## src/rtl/mem_stage_pkg.sv

```systemverilog
// Shared constants and types for the parametrised memory-access stage.
// Holds the default widths, the FSM encoding and the control bundle with its bubble value.
package mem_stage_pkg;

    localparam int DEF_DW  = 16;
    localparam int DEF_AW  = 8;
    localparam int DEF_RW  = 4;
    localparam int DEF_LAT = 2;

    typedef enum logic {
        IDLE = 1'b0,
        BUSY = 1'b1
    } state_e;

    typedef struct packed {
        logic reg_write;
        logic mem_to_reg;
        logic mem_write;
        logic mem_byte;
    } ctrl_t;

    localparam ctrl_t CTRL_BUBBLE = '{default: 1'b0};

endpackage

```

## src/rtl/mem_stage_param_if.sv

```systemverilog
// Execute-to-memory-stage bus: E-side controls and data in, M-side results and stall out.
// The master drives the E side; the stage itself is the slave.
interface mem_stage_param_if #(
    parameter int DW = mem_stage_pkg::DEF_DW,
    parameter int RW = mem_stage_pkg::DEF_RW
);
    logic          FlushM;
    logic          RegWriteE;
    logic          MemtoRegE;
    logic          MemWriteE;
    logic          MemByteE;
    logic [DW-1:0] ALUOutE;
    logic [DW-1:0] WriteDataE;
    logic [RW-1:0] WriteRegE;
    logic          RegWriteM;
    logic          MemtoRegM;
    logic [DW-1:0] ALUOutM;
    logic [RW-1:0] WriteRegM;
    logic [DW-1:0] RD;
    logic          StallM;

    modport master (
        output FlushM, RegWriteE, MemtoRegE, MemWriteE, MemByteE, ALUOutE, WriteDataE, WriteRegE,
        input  RegWriteM, MemtoRegM, ALUOutM, WriteRegM, RD, StallM
    );

    modport slave (
        input  FlushM, RegWriteE, MemtoRegE, MemWriteE, MemByteE, ALUOutE, WriteDataE, WriteRegE,
        output RegWriteM, MemtoRegM, ALUOutM, WriteRegM, RD, StallM
    );
endinterface

```

## src/rtl/mem_pipeline_reg_param.sv

```systemverilog
// M pipeline register: synchronous active-low reset, stall has priority over flush.
// A flush loads the all-zero bubble into every field.
module mem_pipeline_reg_param
    import mem_stage_pkg::*;
#(
    parameter int DW = DEF_DW,
    parameter int RW = DEF_RW
) (
    input  logic          clk,
    input  logic          rst_n,
    input  logic          stall,
    input  logic          flush,
    input  ctrl_t         ctrl_e,
    input  logic [DW-1:0] alu_out_e,
    input  logic [DW-1:0] write_data_e,
    input  logic [RW-1:0] write_reg_e,
    output ctrl_t         ctrl_m,
    output logic [DW-1:0] alu_out_m,
    output logic [DW-1:0] write_data_m,
    output logic [RW-1:0] write_reg_m
);

    ctrl_t         ctrl_d,       ctrl_q;
    logic [DW-1:0] alu_out_d,    alu_out_q;
    logic [DW-1:0] write_data_d, write_data_q;
    logic [RW-1:0] write_reg_d,  write_reg_q;

    always_comb begin
        // NOTE: every output gets its hold value first so no path can infer a latch.
        ctrl_d       = ctrl_q;
        alu_out_d    = alu_out_q;
        write_data_d = write_data_q;
        write_reg_d  = write_reg_q;
        if (!stall) begin
            if (flush) begin
                ctrl_d       = CTRL_BUBBLE;
                alu_out_d    = '0;
                write_data_d = '0;
                write_reg_d  = '0;
            end else begin
                ctrl_d       = ctrl_e;
                alu_out_d    = alu_out_e;
                write_data_d = write_data_e;
                write_reg_d  = write_reg_e;
            end
        end
    end

    always_ff @(posedge clk) begin
        // NOTE: state updates use non-blocking assignments so every flop samples pre-edge values.
        if (!rst_n) begin
            ctrl_q       <= CTRL_BUBBLE;
            alu_out_q    <= '0;
            write_data_q <= '0;
            write_reg_q  <= '0;
        end else begin
            ctrl_q       <= ctrl_d;
            alu_out_q    <= alu_out_d;
            write_data_q <= write_data_d;
            write_reg_q  <= write_reg_d;
        end
    end

    assign ctrl_m       = ctrl_q;
    assign alu_out_m    = alu_out_q;
    assign write_data_m = write_data_q;
    assign write_reg_m  = write_reg_q;

endmodule

```

## src/rtl/mem_stage_param.sv

```systemverilog
// Memory-access stage: M register, multi-cycle data memory with optional byte lanes,
// and a small counter FSM that stalls the pipeline for LAT-1 cycles per access.
module mem_stage_param
    import mem_stage_pkg::*;
#(
    parameter int DW      = DEF_DW,
    parameter int AW      = DEF_AW,
    parameter int RW      = DEF_RW,
    parameter int LAT     = DEF_LAT,
    parameter int BYTE_EN = 1
) (
    input logic              CLK,
    input logic              RST_N,
    mem_stage_param_if.slave bus
);

    localparam int             HB       = DW / 2;
    localparam int             CW       = $clog2(LAT) + 1;
    localparam logic [CW-1:0]  CNT_ONE  = CW'(1);
    localparam logic [CW-1:0]  CNT_LAST = CW'(LAT - 1);

    ctrl_t         ctrl_e, ctrl_m;
    logic [DW-1:0] alu_out_m, write_data_m;
    logic [RW-1:0] write_reg_m;
    logic          stall, access, final_cycle, mem_we;
    state_e        state_d, state_q;
    logic [CW-1:0] cnt_d, cnt_q;

    assign ctrl_e = '{reg_write:  bus.RegWriteE,
                      mem_to_reg: bus.MemtoRegE,
                      mem_write:  bus.MemWriteE,
                      mem_byte:   (BYTE_EN != 0) && bus.MemByteE};

    mem_pipeline_reg_param #(.DW(DW), .RW(RW)) u_mreg (
        .clk          (CLK),
        .rst_n        (RST_N),
        .stall        (stall),
        .flush        (bus.FlushM),
        .ctrl_e       (ctrl_e),
        .alu_out_e    (bus.ALUOutE),
        .write_data_e (bus.WriteDataE),
        .write_reg_e  (bus.WriteRegE),
        .ctrl_m       (ctrl_m),
        .alu_out_m    (alu_out_m),
        .write_data_m (write_data_m),
        .write_reg_m  (write_reg_m)
    );

    assign access = ctrl_m.mem_to_reg | ctrl_m.mem_write;

    // The first access cycle stalls from IDLE; the last one is the BUSY cycle at cnt == LAT-1.
    always_comb begin
        state_d = state_q;
        cnt_d   = cnt_q;
        stall   = 1'b0;
        unique case (state_q)
            IDLE: begin
                if (access && (LAT > 1)) begin
                    stall   = 1'b1;
                    cnt_d   = CNT_ONE;
                    state_d = BUSY;
                end
            end
            BUSY: begin
                if (cnt_q < CNT_LAST) begin
                    stall = 1'b1;
                    cnt_d = cnt_q + CNT_ONE;
                end else begin
                    cnt_d   = '0;
                    state_d = IDLE;
                end
            end
            default: state_d = IDLE;
        endcase
    end

    always_ff @(posedge CLK) begin
        if (!RST_N) begin
            state_q <= IDLE;
            cnt_q   <= '0;
        end else begin
            state_q <= state_d;
            cnt_q   <= cnt_d;
        end
    end

    assign final_cycle = access & ~stall;

    logic [AW-1:0] word_addr;
    logic          lane_hi;
    logic          unused_addr_bits;

    if (BYTE_EN != 0) begin : g_byte_addr
        assign word_addr = alu_out_m[AW:1];
        assign lane_hi   = alu_out_m[0];
    end else begin : g_word_addr
        assign word_addr = alu_out_m[AW-1:0];
        assign lane_hi   = 1'b0;
    end
    assign unused_addr_bits = ^alu_out_m;

    logic [DW-1:0] mem_array [0:(2**AW)-1];

    // A reset edge landing on the final cycle still aborts the store.
    assign mem_we = final_cycle & ctrl_m.mem_write & RST_N;

    // NOTE: the storage array carries no reset; its contents survive RST_N by design.
    always_ff @(posedge CLK) begin
        if (mem_we) begin
            if (ctrl_m.mem_byte) begin
                if (lane_hi) mem_array[word_addr][DW-1:HB] <= write_data_m[HB-1:0];
                else         mem_array[word_addr][HB-1:0]  <= write_data_m[HB-1:0];
            end else begin
                mem_array[word_addr] <= write_data_m;
            end
        end
    end

    logic [DW-1:0] rd_word, rd;

    always_comb begin
        rd_word = mem_array[word_addr];
        rd      = '0;
        if (ctrl_m.mem_to_reg && !stall) begin
            if (ctrl_m.mem_byte) rd = DW'(lane_hi ? rd_word[DW-1:HB] : rd_word[HB-1:0]);
            else                 rd = rd_word;
        end
    end

    assign bus.RegWriteM = ctrl_m.reg_write;
    assign bus.MemtoRegM = ctrl_m.mem_to_reg;
    assign bus.ALUOutM   = alu_out_m;
    assign bus.WriteRegM = write_reg_m;
    assign bus.RD        = rd;
    assign bus.StallM    = stall;

endmodule

```

## src/flat_wrapper.sv

```systemverilog
// flat-port wrapper written by rule: the top's interface ports become plain ports
module mem_stage_param_flat import mem_stage_pkg::*;
#(
    parameter int DW      = DEF_DW,
    parameter int AW      = DEF_AW,
    parameter int RW      = DEF_RW,
    parameter int LAT     = DEF_LAT,
    parameter int BYTE_EN = 1
)
  (CLK, RST_N, bus_FlushM, bus_RegWriteE, bus_MemtoRegE, bus_MemWriteE, bus_MemByteE, bus_ALUOutE, bus_WriteDataE, bus_WriteRegE, bus_RegWriteM, bus_MemtoRegM, bus_ALUOutM, bus_WriteRegM, bus_RD, bus_StallM);
  mem_stage_param_if #(.DW(DW), .RW(RW)) bus_i ();
  input logic CLK;
  input logic RST_N;
  input wire logic [$bits(bus_i.FlushM)-1:0] bus_FlushM;
  input wire logic [$bits(bus_i.RegWriteE)-1:0] bus_RegWriteE;
  input wire logic [$bits(bus_i.MemtoRegE)-1:0] bus_MemtoRegE;
  input wire logic [$bits(bus_i.MemWriteE)-1:0] bus_MemWriteE;
  input wire logic [$bits(bus_i.MemByteE)-1:0] bus_MemByteE;
  input wire logic [$bits(bus_i.ALUOutE)-1:0] bus_ALUOutE;
  input wire logic [$bits(bus_i.WriteDataE)-1:0] bus_WriteDataE;
  input wire logic [$bits(bus_i.WriteRegE)-1:0] bus_WriteRegE;
  output wire logic [$bits(bus_i.RegWriteM)-1:0] bus_RegWriteM;
  output wire logic [$bits(bus_i.MemtoRegM)-1:0] bus_MemtoRegM;
  output wire logic [$bits(bus_i.ALUOutM)-1:0] bus_ALUOutM;
  output wire logic [$bits(bus_i.WriteRegM)-1:0] bus_WriteRegM;
  output wire logic [$bits(bus_i.RD)-1:0] bus_RD;
  output wire logic [$bits(bus_i.StallM)-1:0] bus_StallM;
  assign bus_i.FlushM = bus_FlushM;
  assign bus_i.RegWriteE = bus_RegWriteE;
  assign bus_i.MemtoRegE = bus_MemtoRegE;
  assign bus_i.MemWriteE = bus_MemWriteE;
  assign bus_i.MemByteE = bus_MemByteE;
  assign bus_i.ALUOutE = bus_ALUOutE;
  assign bus_i.WriteDataE = bus_WriteDataE;
  assign bus_i.WriteRegE = bus_WriteRegE;
  assign bus_RegWriteM = bus_i.RegWriteM;
  assign bus_MemtoRegM = bus_i.MemtoRegM;
  assign bus_ALUOutM = bus_i.ALUOutM;
  assign bus_WriteRegM = bus_i.WriteRegM;
  assign bus_RD = bus_i.RD;
  assign bus_StallM = bus_i.StallM;
  mem_stage_param #(.DW(DW), .AW(AW), .RW(RW), .LAT(LAT), .BYTE_EN(BYTE_EN)) u_core (.CLK(CLK), .RST_N(RST_N), .bus(bus_i));
endmodule
```

## config.mk

```make
export PLATFORM = sky130hd
export DESIGN_NAME = mem_stage_param_flat
export DESIGN_NICKNAME = d
export VERILOG_FILES = /design/src/rtl/mem_stage_pkg.sv /design/src/rtl/mem_stage_param_if.sv /design/src/rtl/mem_pipeline_reg_param.sv /design/src/rtl/mem_stage_param.sv /design/src/flat_wrapper.sv
export SDC_FILE = /design/constraint.sdc
export NUM_CORES = 2
export LEC_CHECK = 0
export CAP_MARGIN = 5
export CORE_UTILIZATION = 45
export CTS_CLUSTER_DIAMETER = 100
export DETAILED_ROUTE_END_ITERATION = 8
export SLEW_MARGIN = 40
export SYNTH_ARGS = -nofsm -noshare
export SYNTH_HDL_FRONTEND = slang
export SYNTH_SLANG_ARGS = --single-unit
export TNS_END_PERCENT = 30
```

## constraint.sdc

```tcl
create_clock -name CLK -period 5.8 [get_ports CLK]
set_input_delay 1.16 -clock CLK [delete_from_list [all_inputs] [get_ports CLK]]
set_output_delay 1.16 -clock CLK [all_outputs]
set_load 0.02 [all_outputs]
```

==> flow_summary_export.csv <==
group,metric,value,unit
setup_path,rr_worst_depth,3,
min_path,whs_path_depth,2,
clocking,cts_tree,"built",
floorplan,die_h,602,µm
global_route,grt-ovfl-total,0,
layout,multi_input_area,35900,µm²
floorplan,core_area,357000,µm²
setup_path,crit_fanout,61,
setup_path,path_class,"reg2out",
pwr,ir_drop,0.000274,V
drt,antenna_left,0,
sta,timing.final.crit_share,101,%
setup_path,start_kind,"flip-flop",
sta,relSlewSlack,37.9,%
floorplan,pin_count,82,
clocking,clk_latency,980,ps
drt,initialDrtViolationCount,11300,
clocking,clock-sinks,4147,
setup_path,end_kind,"output pin",
floorplan,die-area,362000,µm²
clocking,holdBufCountCts,0,
drt,wire_per_inst,34.6,µm
sta,max_freq,0.170,GHz
global_route,grt_pass1_wl,654,mm
sta,fin_crit,5880,ps
global_route,antenna_found_initial,26,
layout,layout.area.seq,124000,µm²
sta,rsz0062_at_grt,"yes",
min_path,min_to,"u_core.cnt_q[0]",
global_route,grt_usage,25.5,%
logic_synthesis,syn_nets,7687,
sta,slew_violations,0,
sta,fin_skew,66.9,ps
placed_design,dpl_cell_area,172000,µm²
min_path,min_path_type,"reg2reg",
floorplan,die_x,602,µm
clocking,numCtsBuffers,411,
clocking,clk_path_buf_depth,4,
setup_path,r2r_start,"u_core.u_mreg.alu_out_m[5]",
logic_synthesis,synth.cell_area,162000,µm²
clocking,htreeDepth,5,
logic_synthesis,synth_ff_type,"edfxtp_1",
layout,fin_util,52.5,%
sta,worst_slack,-80.0,ps
floorplan,row_count,219,
placed_design,dpl.hpwl,294,mm
logic_synthesis,syn_avg_cell_area,21.2,µm²
setup_path,critPathRequiredTime,4640,ps
logic_synthesis,yosys_warnings,0,
setup_path,r2r_slack,2090,ps
drt,dr_total_vias,84100,
logic_synthesis,ys_seq_area_share,76.7,%
clocking,path_clk_slew,60,ps
flow_run,drv_cap,0,
layout,layout_common_cells,"edfxtp_1 (4096), mux4_2 (859), buf_4 (633)",
layout,layout.nets,8480,
run_status,outcome,"finished, violations left",
drt,drcViolationCount,0,
global_route,grt_max_degree,177,
layout,final_common_cell,"edfxtp_1",
sta,hold_ws,472,ps
pwr,power_density,351,nW/µm²
logic_synthesis,async_reset_ff_share,0,%
logic_synthesis,synth-seq-cells,4147,
placed_design,routabilityCongestion,0.877,
layout,fillers,27700,
logic_synthesis,synth_edf_count,4096,
min_path,holdCritStartpoint,"u_core.cnt_q[0]",
sta,setup_viol,8,
drt,drt_first_pass_iters,5,
drt,drt-total-wl,469,mm
sta,worst_slew_pin_slew,927,ps
logic_synthesis,syn_inst,7643,
sta,hold_violations,0,
layout,drive_above_1_share,29.8,%
placed_design,place.port_buffers,81,
layout,design_area,187000,µm²
run_status,violations,"setup timing",
setup_path,critPathArrivalTime,4720,ps
logic_synthesis,ys_types,87,
setup_path,r2r-end,"u_core.mem_array[211][13]",
clocking,clockRootBuffer,"clkbuf_16",
pwr,p_leak,57.9,nW
floorplan,initial_core_util,45.3,%
drt,vias_per_cell,6.21,
layout,syn2layout_area_growth,15.8,%
global_route,grt_pass1_vias,83200,
==> worst max path at each step <==
stage                                             start                      end  slack, ps  depth (start not counted)
after global routing                          flip-flop                bus_RD[0]        -90                         12
final                                         flip-flop                bus_RD[0]        -80                         12
after global placement                        flip-flop                bus_RD[3]       -480                         11
after detailed placement                      flip-flop               bus_RD[14]        -70                         13
after floorplan           u_core.u_mreg.write_data_m[2]  u_core.mem_array[0][10]       1170                          1
after CTS                                     flip-flop                bus_RD[3]       -140                         14
==> state kept, by name, summed over array words and instances, names as in the netlist, named ones only <==
register                    cells
u_core.cnt_q                    2
u_core.mem_array             4096
u_core.state_q                  1
u_core.u_mreg.alu_out_m        16
u_core.u_mreg.ctrl_m            4
u_core.u_mreg.write_data_m     16
u_core.u_mreg.write_reg_m       4
==> repair_timing <==
| item | CTS | global route |
|---|---|---|
| setup buffers | 50 | 28 |
| cloned | 9 | 5 |
| gates resized for setup | 178 | 48 |
| setup endpoints to repair | 16 | 11 |
| pin swaps | 25 | 18 |
==> worst max-delay path, cell delays in order, from the launching register on <==
cell and delay (ps):
dfxtp_4 450, buf_12 140, buf_16 230, buf_6 200, buf_16 300, mux4_2 380, mux4_2 480, mux2i_1 410
nand2_1 170, nand3_1 360, o32ai_4 200, buf_4 180, buf_4 150
==> cell type report <==
cell class              instances  area share, %
flip-flops and latches       4147           66.2
multi-input cells            3009           19.2
clock buffers                 516           5.79
repair buffers                853           4.49
well taps                    4751           3.17
clock inverters               240           1.10
inverters                      14         0.0374
diodes                          9         0.0120
==> cell usage after synthesis (26+ instances only) <==
master | count | area, µm²
dfxtp_1 | 51 | 1020
mux2_2 | 34 | 383
o21ai_0 | 63 | 315
buf_12 | 40 | 801
nand4_1 | 26 | 163
nor2_1 | 567 | 2130
edfxtp_1 | 4096 | 123000
o221ai_1 | 55 | 482
a22oi_1 | 140 | 1050
buf_6 | 41 | 462
a211oi_1 | 28 | 210
a22o_1 | 68 | 596
buf_4 | 69 | 518
buf_2 | 107 | 536
nor3_1 | 44 | 220
a21oi_1 | 89 | 445
clkbuf_1 | 174 | 653
mux2i_1 | 343 | 3430
o22ai_1 | 88 | 551
mux4_2 | 858 | 19300
nand3_1 | 79 | 395
nand2_1 | 181 | 679
mux4_1 | 68 | 1790
nor2b_1 | 27 | 169
==> report_power, final <==
group,internal [mW],switching [mW],total [mW]
Combinational,2.27,4.02,6.29
Sequential,33.3,0.144,33.5
Clock,14.6,11.3,25.9
Total,50.2,15.5,65.7
==> logic make-up (layout without fill, tap and decap cells) <==
family	count (synthesis)	after routing	share of synthesized area, %
AND/OR/NAND/NOR	1016	1017	2.72
buffers and inverters	488	1623	2.14
multiplexers	1303	1303	15.4
flip-flops	4147	4147	76.7
adder cells (fa/ha/maj)	1	1	0.00773
AO/OA/AOI/OAI	688	688	3.08
other	0	9	0
==> stage by stage <==
step                      setup WS [ps]  setup TNS (ps)  power (mW)  std cells
after floorplan                    1170               0        37.3       7643
after global placement             -476           -2030        39.8      12700
after detailed placement          -69.1           -69.1        39.9      12700
after CTS                          -145            -908        65.8      13500
after global routing              -93.2            -481        67.2      13500
final                             -80.0            -308        65.7      13500
==> per-layer routing <==
layer	GRT usage [%]	part of all wire [%]	vias up
li1	-	-	33700
met1	35.7	39	44900
met2	39.9	47	4623
met3	4.68	9.4	857
met4	10.4	4.6	10
met5	0	0.015	-
Power figures use the tool's default switching activity.
